===== src/rtl/bcd_scan_display.sv =====
// Iterative binary-to-BCD converter feeding a time-multiplexed common-anode display.
// Define BCD_SCAN_LZB_EN to enable leading-zero blanking of the upper digits.
module bcd_scan_display #(
  parameter int DATA_W     = 8,
  parameter int NUM_DIGITS = 3,
  parameter int SCAN_DIV   = 50000
) (
  input  logic                  clk,
  input  logic                  rst_n,
  input  logic [DATA_W-1:0]     in_data,
  input  logic                  in_valid,
  output logic                  in_ready,
  output logic                  done,
  output logic                  ovf,
  output logic [6:0]            seg,
  output logic [NUM_DIGITS-1:0] an
);

  // Enough digits that the shift-add-3 accumulator never truncates a DATA_W-bit value.
  localparam int BCD_DIGITS = (DATA_W * 302 + 999) / 1000 + 1;
  localparam int EXT_DIGITS = (BCD_DIGITS > NUM_DIGITS) ? BCD_DIGITS : NUM_DIGITS;
  localparam int CNT_W      = $clog2(DATA_W + 1);
  localparam int PRE_W      = (SCAN_DIV > 1) ? $clog2(SCAN_DIV) : 1;
  localparam int IDX_W      = (NUM_DIGITS > 1) ? $clog2(NUM_DIGITS) : 1;

  localparam logic [6:0] SEG_BLANK = 7'b1111111;
  localparam logic [6:0] SEG_DASH  = 7'b1111110;

  typedef enum logic [1:0] {IDLE, CONV, LOAD} state_t;

  state_t                      state_q, state_d;
  logic [DATA_W-1:0]           shreg_q, shreg_d;
  logic [4*BCD_DIGITS-1:0]     bcd_q, bcd_d, bcd_adj;
  logic [CNT_W-1:0]            cnt_q, cnt_d;
  logic [4*NUM_DIGITS-1:0]     disp_q, disp_d;
  logic                        disp_valid_q, disp_valid_d;
  logic                        ovf_q, ovf_d;
  logic                        done_q, done_d;
  logic [PRE_W-1:0]            presc_q, presc_d;
  logic [IDX_W-1:0]            scan_idx_q, scan_idx_d;
  logic [6:0]                  seg_q, seg_d;
  logic [NUM_DIGITS-1:0]       an_q, an_d;

  logic [4*EXT_DIGITS-1:0]     bcd_ext;
  logic                        upper_nz;
  logic [3:0]                  cur_digit;
  logic [NUM_DIGITS-1:0]       blank_vec;

  function automatic logic [6:0] seg_of(input logic [3:0] d);
    case (d)
      4'd0:    seg_of = 7'b0000001;
      4'd1:    seg_of = 7'b1001111;
      4'd2:    seg_of = 7'b0010010;
      4'd3:    seg_of = 7'b0000110;
      4'd4:    seg_of = 7'b1001100;
      4'd5:    seg_of = 7'b0100100;
      4'd6:    seg_of = 7'b0100000;
      4'd7:    seg_of = 7'b0001111;
      4'd8:    seg_of = 7'b0000000;
      4'd9:    seg_of = 7'b0000100;
      default: seg_of = SEG_BLANK;
    endcase
  endfunction

  assign bcd_ext  = (4*EXT_DIGITS)'(bcd_q);
  assign upper_nz = |(bcd_ext >> (4 * NUM_DIGITS));

  always_comb begin
    state_d      = state_q;
    shreg_d      = shreg_q;
    bcd_d        = bcd_q;
    cnt_d        = cnt_q;
    disp_d       = disp_q;
    disp_valid_d = disp_valid_q;
    ovf_d        = ovf_q;
    done_d       = 1'b0;
    bcd_adj      = bcd_q;
    case (state_q)
      IDLE: begin
        if (in_valid) begin
          shreg_d = in_data;
          bcd_d   = '0;
          cnt_d   = CNT_W'(DATA_W);
          state_d = CONV;
        end
      end
      CONV: begin
        for (int i = 0; i < BCD_DIGITS; i++) begin
          if (bcd_q[4*i +: 4] >= 4'd5) bcd_adj[4*i +: 4] = bcd_q[4*i +: 4] + 4'd3;
        end
        {bcd_d, shreg_d} = {bcd_adj, shreg_q} << 1;
        cnt_d = cnt_q - CNT_W'(1);
        if (cnt_q == CNT_W'(1)) state_d = LOAD;
      end
      LOAD: begin
        disp_d       = bcd_ext[4*NUM_DIGITS-1:0];
        disp_valid_d = 1'b1;
        ovf_d        = upper_nz;
        done_d       = 1'b1;
        state_d      = IDLE;
      end
      default: state_d = IDLE;
    endcase
  end

`ifdef BCD_SCAN_LZB_EN
  // A digit is blanked when it and every digit above it are zero; digit 0 never blanks.
  always_comb begin
    logic seen_nz;
    seen_nz   = 1'b0;
    blank_vec = '0;
    for (int i = NUM_DIGITS - 1; i >= 1; i--) begin
      seen_nz      = seen_nz | (disp_q[4*i +: 4] != 4'd0);
      blank_vec[i] = ~seen_nz;
    end
  end
`else
  assign blank_vec = '0;
`endif

  assign cur_digit = disp_q[4*scan_idx_q +: 4];

  always_comb begin
    presc_d    = presc_q + PRE_W'(1);
    scan_idx_d = scan_idx_q;
    if (presc_q == PRE_W'(SCAN_DIV - 1)) begin
      presc_d    = '0;
      scan_idx_d = (scan_idx_q == IDX_W'(NUM_DIGITS - 1)) ? '0 : scan_idx_q + IDX_W'(1);
    end
    seg_d = SEG_BLANK;
    an_d  = '1;
    if (disp_valid_q) begin
      an_d = ~(NUM_DIGITS'(1) << scan_idx_q);
      if (ovf_q)                      seg_d = SEG_DASH;
      else if (blank_vec[scan_idx_q]) seg_d = SEG_BLANK;
      else                            seg_d = seg_of(cur_digit);
    end
  end

  always_ff @(posedge clk or negedge rst_n) begin
    if (!rst_n) begin
      state_q      <= IDLE;
      shreg_q      <= '0;
      bcd_q        <= '0;
      cnt_q        <= '0;
      disp_q       <= '0;
      disp_valid_q <= 1'b0;
      ovf_q        <= 1'b0;
      done_q       <= 1'b0;
      presc_q      <= '0;
      scan_idx_q   <= '0;
      seg_q        <= SEG_BLANK;
      an_q         <= '1;
    end else begin
      state_q      <= state_d;
      shreg_q      <= shreg_d;
      bcd_q        <= bcd_d;
      cnt_q        <= cnt_d;
      disp_q       <= disp_d;
      disp_valid_q <= disp_valid_d;
      ovf_q        <= ovf_d;
      done_q       <= done_d;
      presc_q      <= presc_d;
      scan_idx_q   <= scan_idx_d;
      seg_q        <= seg_d;
      an_q         <= an_d;
    end
  end

  assign in_ready = (state_q == IDLE);
  assign done     = done_q;
  assign ovf      = ovf_q;
  assign seg      = seg_q;
  assign an       = an_q;

endmodule


===== config.mk =====
export PLATFORM = sky130hd
export DESIGN_NAME = bcd_scan_display
export DESIGN_NICKNAME = d
export VERILOG_FILES = /design/src/rtl/bcd_scan_display.sv
export SDC_FILE = /design/constraint.sdc
export NUM_CORES = 1
export LEC_CHECK = 0
export CORE_UTILIZATION = 40
export CTS_BUF_LIST = sky130_fd_sc_hd__clkbuf_4 sky130_fd_sc_hd__clkbuf_8 sky130_fd_sc_hd__clkbuf_16
export DETAILED_ROUTE_END_ITERATION = 16
export PLACE_DENSITY_LB_ADDON = 0.08
export SETUP_SLACK_MARGIN = 0.5
export SLEW_MARGIN = 25
export SYNTH_ARGS = -nofsm -noshare
export SYNTH_HDL_FRONTEND = slang
export SYNTH_SLANG_ARGS = --single-unit

===== constraint.sdc =====
create_clock -name clk -period 2 [get_ports clk]
set_input_delay 0.4 -clock clk [delete_from_list [all_inputs] [get_ports clk]]
set_output_delay 0.4 -clock clk [all_outputs]
set_load 0.05 [all_outputs]

; Yosys cells after proc, flatten, opt, wreduce, memory -nomap -nowiden
; Memories as Yosys holds them, arrays and structs flattened.
; Cells that the tools add are included.
[op_classes]
bitwise_logic = 1
eq_ne = 7
n_reduce_logical = 5
mul = 0
addsub = 7
div_mod_pow = 0
n_mux = 22
order_cmp = 5
shift = 2
[ops]
columns = operator, n
row1 = $mux W16, 2
row2 = $pmux W16 S2, 1
row3 = $mux W7, 3
row4 = $add A16 B1 Y16 const B, 1
row5 = $eq A16 B16 Y1 const B, 1
row6 = $ge A4 B3 Y1 const B, 4
row7 = $mux W4, 4
row8 = $pmux W8 S2, 1
row9 = $add A4 B2 Y4 const B, 3
row10 = $shiftx A12 B5 Y4, 1
row11 = $mux W8, 1
row12 = $pmux W4 S2, 1
row13 = $mux W2, 3
row14 = $mux W3, 2
row15 = $eq A2 B2 Y1 const B, 2
row16 = $eq A4 B1 Y1 const B, 1
row17 = $ne A2 B2 Y1 const B, 2
row18 = $pmux W2 S2, 1
row19 = $reduce_and A2 Y1, 2
row20 = $reduce_or A4 Y1, 1
row21 = $sub A4 B1 Y4 const B, 1
row22 = $add A3 B2 Y3 const B, 1
row23 = $lt A2 B3 Y1 const B, 1
row24 = $not A3 Y3, 1
row25 = 7 further kinds, 8
[totals]
latch_bits = 0
regBits = 73
in_bits = 11
out_inout_bits = 13
mem_bits_rw = 0
mem_count = 1
rom_bits = 112
elab_cells = 62
[memory_table]
columns = memory, depth, width, rd, rd_ports_with_merged_regs, wr, line_no
row1 = (name not given), 16, 7, 1, 0, 0, 50  ; case (d)

; Longest topological paths before layout
; Gate-level depths: netlist of the first run.
[logic_depth]
ltp_word = 5
mapped_depth = 8
mapped_depth_nobuf = 7

; Least setup slack after synthesis of the first run
; OpenSTA, ideal clock, no wires.
[synth_timing]
path_type = register to output
start = register state_q[0]
end = output in_ready
arrival_ns = 1.438
path_buffers = 2
slack_ns = 0.162
stages_incl_launch_ff = 4
path_cell_list = dfrtp_1 -> clkbuf_1 -> clkbuf_1 -> nor2_1
[synth_between]
elab_chain_len = 1
[synth_lines]
columns = item, line_no
row1 = from (decl), 31  ; state_t state_q, state_d;
row2 = from (signal assigned), 155  ; state_q <= state_d;
row3 = $logic_not A2 Y1, 170  ; assign in_ready = (state_q == IDLE);
row4 = to (decl), 12  ; output logic in_ready,
; No other way between the ends.

; Worst setup path in the final report of the first run
[layout_timing]
start = register presc_q[5]
end = register scan_idx_q[0]
[layout_between]
elab_chain_len = 1
[layout_lines]
columns = item, line_no
row1 = from (decl), 39  ; logic [PRE_W-1:0] presc_q, presc_d;
row2 = from (signal assigned), 163  ; presc_q <= presc_d;
row3 = $eq A16 B16 Y1, 126  ; if (presc_q == PRE_W'(SCAN_DIV - 1)) begin
row4 = to (signal assigned), 164  ; scan_idx_q <= scan_idx_d;
row5 = to (decl), 40  ; logic [IDX_W-1:0] scan_idx_q, scan_idx_d;
; No other way between the ends.
; A chain may end at the register's enable or synchronous reset.

==> flow_metrics.env, run 1 <==
export IMPL_fin_nets=450
export IMPL_critPathLaunchType="flop"
export IMPL_dpl_hpwl_mm=4.61
export IMPL_dp_slack_ps=167
export IMPL_yosys_area_top_type_share=0.436
export IMPL_end_kind="flop"
export IMPL_rsz0062_at_grt="true"
export IMPL_min_path_type="reg -> reg"
export IMPL_slowest_stage="or4bb_1"
export IMPL_avgRoutedWirePerCell_um=14.7
export IMPL_final_hold_viol_count=0
export IMPL_drc=0
export IMPL_die_y_um=97.1
export IMPL_row_count=34
export IMPL_ir_worst_vdd_v=0.000671
export IMPL_cp_arrival_ps=1980
export IMPL_vias=2704
export IMPL_numCtsBuffers=9
export IMPL_multi_input_area_um2=2020
export IMPL_cap_violations=0
export IMPL_synthesis_nets=377
export IMPL_clock_sinks=73
export IMPL_ys_ff_latch=73
export IMPL_synth_flop_cell="dfrtp_1"
export IMPL_antenna_cells=0
export IMPL_synth_area_per_cell_um2=10.4
export IMPL_slew_viol_final=0
export IMPL_synth_most_common_cell="dfrtp_1"
export IMPL_clk_pin_slew_worst_paths_ps=80
export IMPL_fin_setup_tns_ps=0
export IMPL_core_um2=8720
export IMPL_clock_skew_ps=12.3
export IMPL_area_growth_synth_to_final_pct=36.8
export IMPL_synth_edf_count=0
export IMPL_worstMarginPinSlew_ps=563
export IMPL_syn_inst=347
export IMPL_power_leakage_nw=2.14
export IMPL_fin_ws_ps=253
export IMPL_routed_via_density=5.07
export IMPL_die_area_um2=9430
export IMPL_place_area_um2=4100
export IMPL_drive_above_1_share=0.365
export IMPL_outcome="completed"
export IMPL_cpPeakStageDelay_ps=530
export IMPL_syn_cell_area_um2=3620
export IMPL_synth_top_cell_by_area="dfrtp_1"
export IMPL_worst_path_max_fanout=4
export IMPL_ys_async_sr_fraction=1.00
export IMPL_firstDrtPassIters=4
export IMPL_synth_yosys_seq_area_share=0.508
export IMPL_ys_types=47
export IMPL_final_util=0.568
export IMPL_grt_overflow_total=0
export IMPL_grt_usage=0.168
export IMPL_finalInstanceArea_um2=4950
export IMPL_fp_dieW_um=97.1
export IMPL_grt_pass1_wl_mm=12.8
export IMPL_htreeDepth=3
export IMPL_maxSlewHeadroom=0.624
export IMPL_worst_setup_path_type="reg -> reg"
export IMPL_ant_nets=0
export IMPL_synth_common_cells="dfrtp_1 (63), nand2_1 (36), o21ai_0 (34), inv_1 (22), ha_1 (19)"
export IMPL_setup_violations_final=0
export IMPL_seqCellArea_um2=1840
export IMPL_timing_fmax_mhz=572
export IMPL_synth_area_leaders="dfrtp_1 (44%), dfstp_2 (7.3%), ha_1 (6.6%), o21ai_0 (4.7%), nand2_1 (3.7%)"
export IMPL_grt_max_degree=33
export IMPL_wl_mm=7.83
export IMPL_clk_latency_ps=340
export IMPL_power_density_nw_per_um2=1270
export IMPL_drtIter0Drc=140
export IMPL_timing_final_crit_period_ps=1750
export IMPL_grt_pass1_vias=2700
export IMPL_cts_root_buffer="clkbuf_8"
export IMPL_clk_path_buf_depth=2
export IMPL_antenna_found_initial=0
export IMPL_whs_ps=484
export IMPL_start_util=0.415
export IMPL_gp_congestion=0.780
export IMPL_required_ps=2240
export IMPL_place_port_buffers=23
export IMPL_fillers=745
export IMPL_yosys_warnings=0
export IMPL_tritoncts="done"
export IMPL_path_cells="or4bb_1, nor4_4, buf_4, mux2_4"
export IMPL_fin_crit_sh=0.874
export IMPL_pin_count=24
path summary, 6_finish.rpt:
path                                  to        from  cells after the start  slack [ps]
setup / recovery           scan_idx_q[0]  presc_q[5]                      4         250
hold / removal                shreg_q[2]  shreg_q[2]                      2         480
setup reg to reg           scan_idx_q[0]  presc_q[5]                      4         250
hold reg to reg               shreg_q[2]  shreg_q[2]                      2         480
max in group asynchronous     bcd_ext[1]       rst_n                      3         920
min in group asynchronous    presc_q[13]       rst_n                      2         530
power by group:
group / internal, W / leakage, nW / total [W] / switching [W]
clock: 0.000612 / 0.109 / 0.00116 / 0.000553
combinational: 0.00132 / 1.10 / 0.00284 / 0.00152
sequential: 0.00193 / 0.924 / 0.00229 / 0.000363
total: 0.00386 / 2.14 / 0.00630 / 0.00244
critical path: cells and delay by family (launching register included):
| kind | cells | cell delay (ps) |
|---|---|---|
| buffers and inverters | 1 | 180 |
| and+or+nand+nor | 2 | 750 |
| DFF | 1 | 420 |
| muxes | 1 | 290 |
sequential cells by signal (all words and copies together) (netlist names):
register      flops
bcd_ext          16
presc_q          16
disp_q           12
shreg_q           8
seg               7
cnt_q             4
an                3
scan_idx_q        2
state_q           2
disp_valid_q      1
done              1
ovf               1
per-layer routing:
layer	wire length, um	GRT usage	vias up
li1	-	-	1352
met1	3750	0.213	1302
met2	3760	0.281	42
met3	228	0.0482	8
met4	95	0.0413	0
met5	0	0	-
metrics by stage:
stage | std cells | total power, W
after CTS | 518 | 0.00593
after detailed placement | 477 | 0.00447
after global placement | 477 | 0.00442
after global routing | 533 | 0.00674
after floorplan | 347 | 0.00383
final | 533 | 0.00630
what timing repair did:
action                                  CTS  global route
endpoints found under the hold margin    19             0
pin swaps                                10            19
cloned                                    1             0
gates resized for setup                  30            47
hold buffers                              1             0
buffers inserted                         23            15
endpoints found under the setup margin   24            41
layout make-up:
| cell class | instances | share of cell area |
|---|---|---|
| Tap cell | 108 | 0.0273 |
| Inverter | 22 | 0.0177 |
| Clock inverter | 3 | 0.00404 |
| Multi-Input combinational cell | 241 | 0.409 |
| Clock buffer | 13 | 0.0371 |
| Sequential cell | 73 | 0.372 |
| Timing Repair Buffer | 73 | 0.133 |
cell families after synthesis:
group,after synthesis,synth area share
DFF,73,0.508
AOI/OAI and AO/OA,72,0.120
and+or+nand+nor,111,0.165
muxes,18,0.0529
buffers and inverters,34,0.0394
xor gates and xnor gates,20,0.0484
adders and majority gates,19,0.0657
placed cells by master, fill, tap and decap left out, types with 4 or more instances in the layout:
| cell type | instances |
|---|---|
| buf_6 | 14 |
| inv_2 | 8 |
| a21oi_2 | 4 |
| nor3b_1 | 7 |
| nand2_1 | 36 |
| nand2b_1 | 5 |
| mux2_2 | 6 |
| ha_1 | 8 |
| nand4_1 | 4 |
| o211ai_1 | 4 |
| ha_4 | 8 |
| inv_1 | 12 |
| nand3_1 | 13 |
| dfrtp_1 | 61 |
| o21ai_1 | 4 |
| a21oi_1 | 9 |
| buf_4 | 45 |
| dfstp_2 | 10 |
| o21ai_0 | 28 |
| nor2_1 | 14 |
| xnor2_1 | 9 |
| mux2i_1 | 5 |
| xor2_1 | 11 |
| o2bb2ai_4 | 5 |
| clkdlybuf4s50_1 | 9 |
| clkbuf_8 | 11 |
| nor3_1 | 5 |
Power figures use the tool's default switching activity.
==> run 2: changes to the inputs <==
Settings changed: DONT_BUFFER_PORTS set to 1.
==> run 2 against run 1 <==
Net effect:
- the run now ends with hold timing left
- cell count shrank 4.5%
- sequential cell count did not move
- first-iteration DRC count is 11% lower
- routed wire length fell by 2.8%
- combinational power down 14%
- core utilization shrank 2.8 points
- maximum frequency rose by 1.3%
==> flow_metrics.env, run 2 (same netlist as run 1, synthesis figures left out) <==
export IMPL_vias=2627
export IMPL_power_density_nw_per_um2=1310
export IMPL_setup_violations_final=0
export IMPL_cts_root_buffer="clkbuf_8"
export IMPL_fin_crit_sh=0.863
export IMPL_required_ps=2220
export IMPL_critPathLaunchType="flop"
export IMPL_gp_congestion=0.744
export IMPL_die_area_um2=9430
export IMPL_power_leakage_nw=2.02
export IMPL_dpl_hpwl_mm=4.40
export IMPL_rrSetupSlack_ps=270
export IMPL_numCtsBuffers=9
export IMPL_die_y_um=97.1
export IMPL_wl_mm=7.62
export IMPL_grt_usage=0.160
export IMPL_timing_final_crit_period_ps=1730
export IMPL_core_um2=8720
export IMPL_cp_arrival_ps=1950
export IMPL_r2r_cells=5
export IMPL_drtIter0Drc=125
export IMPL_timing_fmax_mhz=580
export IMPL_worstMarginPinSlew_ps=459
export IMPL_end_kind="flop"
export IMPL_area_growth_synth_to_final_pct=30.1
export IMPL_grt_max_degree=74
export IMPL_clock_skew_ps=8.05
export IMPL_timing_rr_start="presc_q[7]"
export IMPL_crit_start="presc_q[7]"
export IMPL_grt_overflow_total=0
export IMPL_clock_sinks=73
export IMPL_worst_setup_path_type="reg -> reg"
export IMPL_drc=0
export IMPL_tritoncts="done"
export IMPL_fin_setup_tns_ps=0
export IMPL_fp_dieW_um=97.1
export IMPL_clk_path_buf_depth=2
export IMPL_slew_viol_final=0
export IMPL_place_port_buffers=0
export IMPL_routed_via_density=5.16
export IMPL_whs_ps=-265
export IMPL_dp_cells=453
export IMPL_ir_worst_vdd_v=0.000712
export IMPL_violations="hold timing"
export IMPL_htreeDepth=3
export IMPL_avgRoutedWirePerCell_um=15.0
export IMPL_layout_commonest_cell="dfrtp_1"
export IMPL_grt_pass1_wl_mm=12.2
export IMPL_cap_violations=0
export IMPL_clk_pin_slew_worst_paths_ps=80
export IMPL_clk_latency_ps=350
export IMPL_final_hold_viol_count=73
export IMPL_final_cell_mix="dfrtp_1 (59), buf_4 (37), nand2_1 (36), o21ai_0 (31), nand3_1 (14)"
export IMPL_min_path_type="in -> async"
export IMPL_ant_nets=0
export IMPL_antenna_cells=0
export IMPL_drive_above_1_share=0.347
export IMPL_fin_nets=426
export IMPL_firstDrtPassIters=4
export IMPL_grt_pass1_vias=2512
export IMPL_pin_count=24
export IMPL_maxSlewHeadroom=0.693
export IMPL_rsz0062_at_grt="true"
export IMPL_antenna_found_initial=0
export IMPL_outcome="finished with violations"
export IMPL_worst_path_max_fanout=3
export IMPL_stdcell_count=509
export IMPL_row_count=34
export IMPL_start_util=0.415
-- run 2: layer usage --
metal	routed length, um	GRT usage
met5	0	0
met4	85	0.0482
met3	194	0.0439
met2	3620	0.258
met1	3710	0.211
-- run 2: stage by stage --
step / total power, W / instance area [um^2] / setup WS, ps / util / hold slack (ps)
after floorplan: 0.00383 / 3720 / 320 / - / 104
after global placement: 0.00422 / 3870 / 256 / 0.444 / 106
after detailed placement: 0.00426 / 3880 / 237 / 0.445 / 107
after CTS: 0.00571 / 4400 / 283 / 0.504 / -279
after global routing: 0.00657 / 4710 / 224 / 0.540 / -288
final: 0.00617 / 4710 / 275 / 0.540 / -265
-- run 2: cell type report --
| class | count | area (um^2) |
|---|---|---|
| timing repair buffer | 49 | 450 |
| sequential | 73 | 1840 |
| fill | 760 | 4010 |
| clock buffer | 12 | 153 |
| clock inverter | 4 | 51.3 |
| inverter | 22 | 87.6 |
| multi-input combinational | 241 | 1990 |
| tap | 108 | 135 |
-- run 2: worst paths after layout --
kind | endpoint
max | presc_q[9]
min | presc_q[12]
max reg2reg | presc_q[9]
min reg2reg | shreg_q[7]
max in group asynchronous | seg[2]
min in group clk | shreg_q[0]
-- run 2: what timing repair did --
item / 4_1_cts / 5_1_grt
pin swaps: 12 / 17
resized for setup: 38 / 28
setup buffers: 16 / 21
hold endpoints to repair: 73 / 73
setup endpoints to repair: 39 / 33
gates cloned: 1 / 2
-- run 2: critical path, stage by stage (launching register included) --
cell and delay (ps):
dfrtp_1 390, or4b_4 550, nor4_4 310, buf_4 190, a211o_1 90, o211ai_1 80
-- run 2: power breakdown --
| group | switching, W | leakage, nW | internal (W) |
|---|---|---|---|
| Sequential | 0.000589 | 0.923 | 0.00195 |
| Combinational | 0.00122 | 0.992 | 0.00122 |
| Clock | 0.000553 | 0.104 | 0.000641 |
| Total | 0.00236 | 2.02 | 0.00381 |
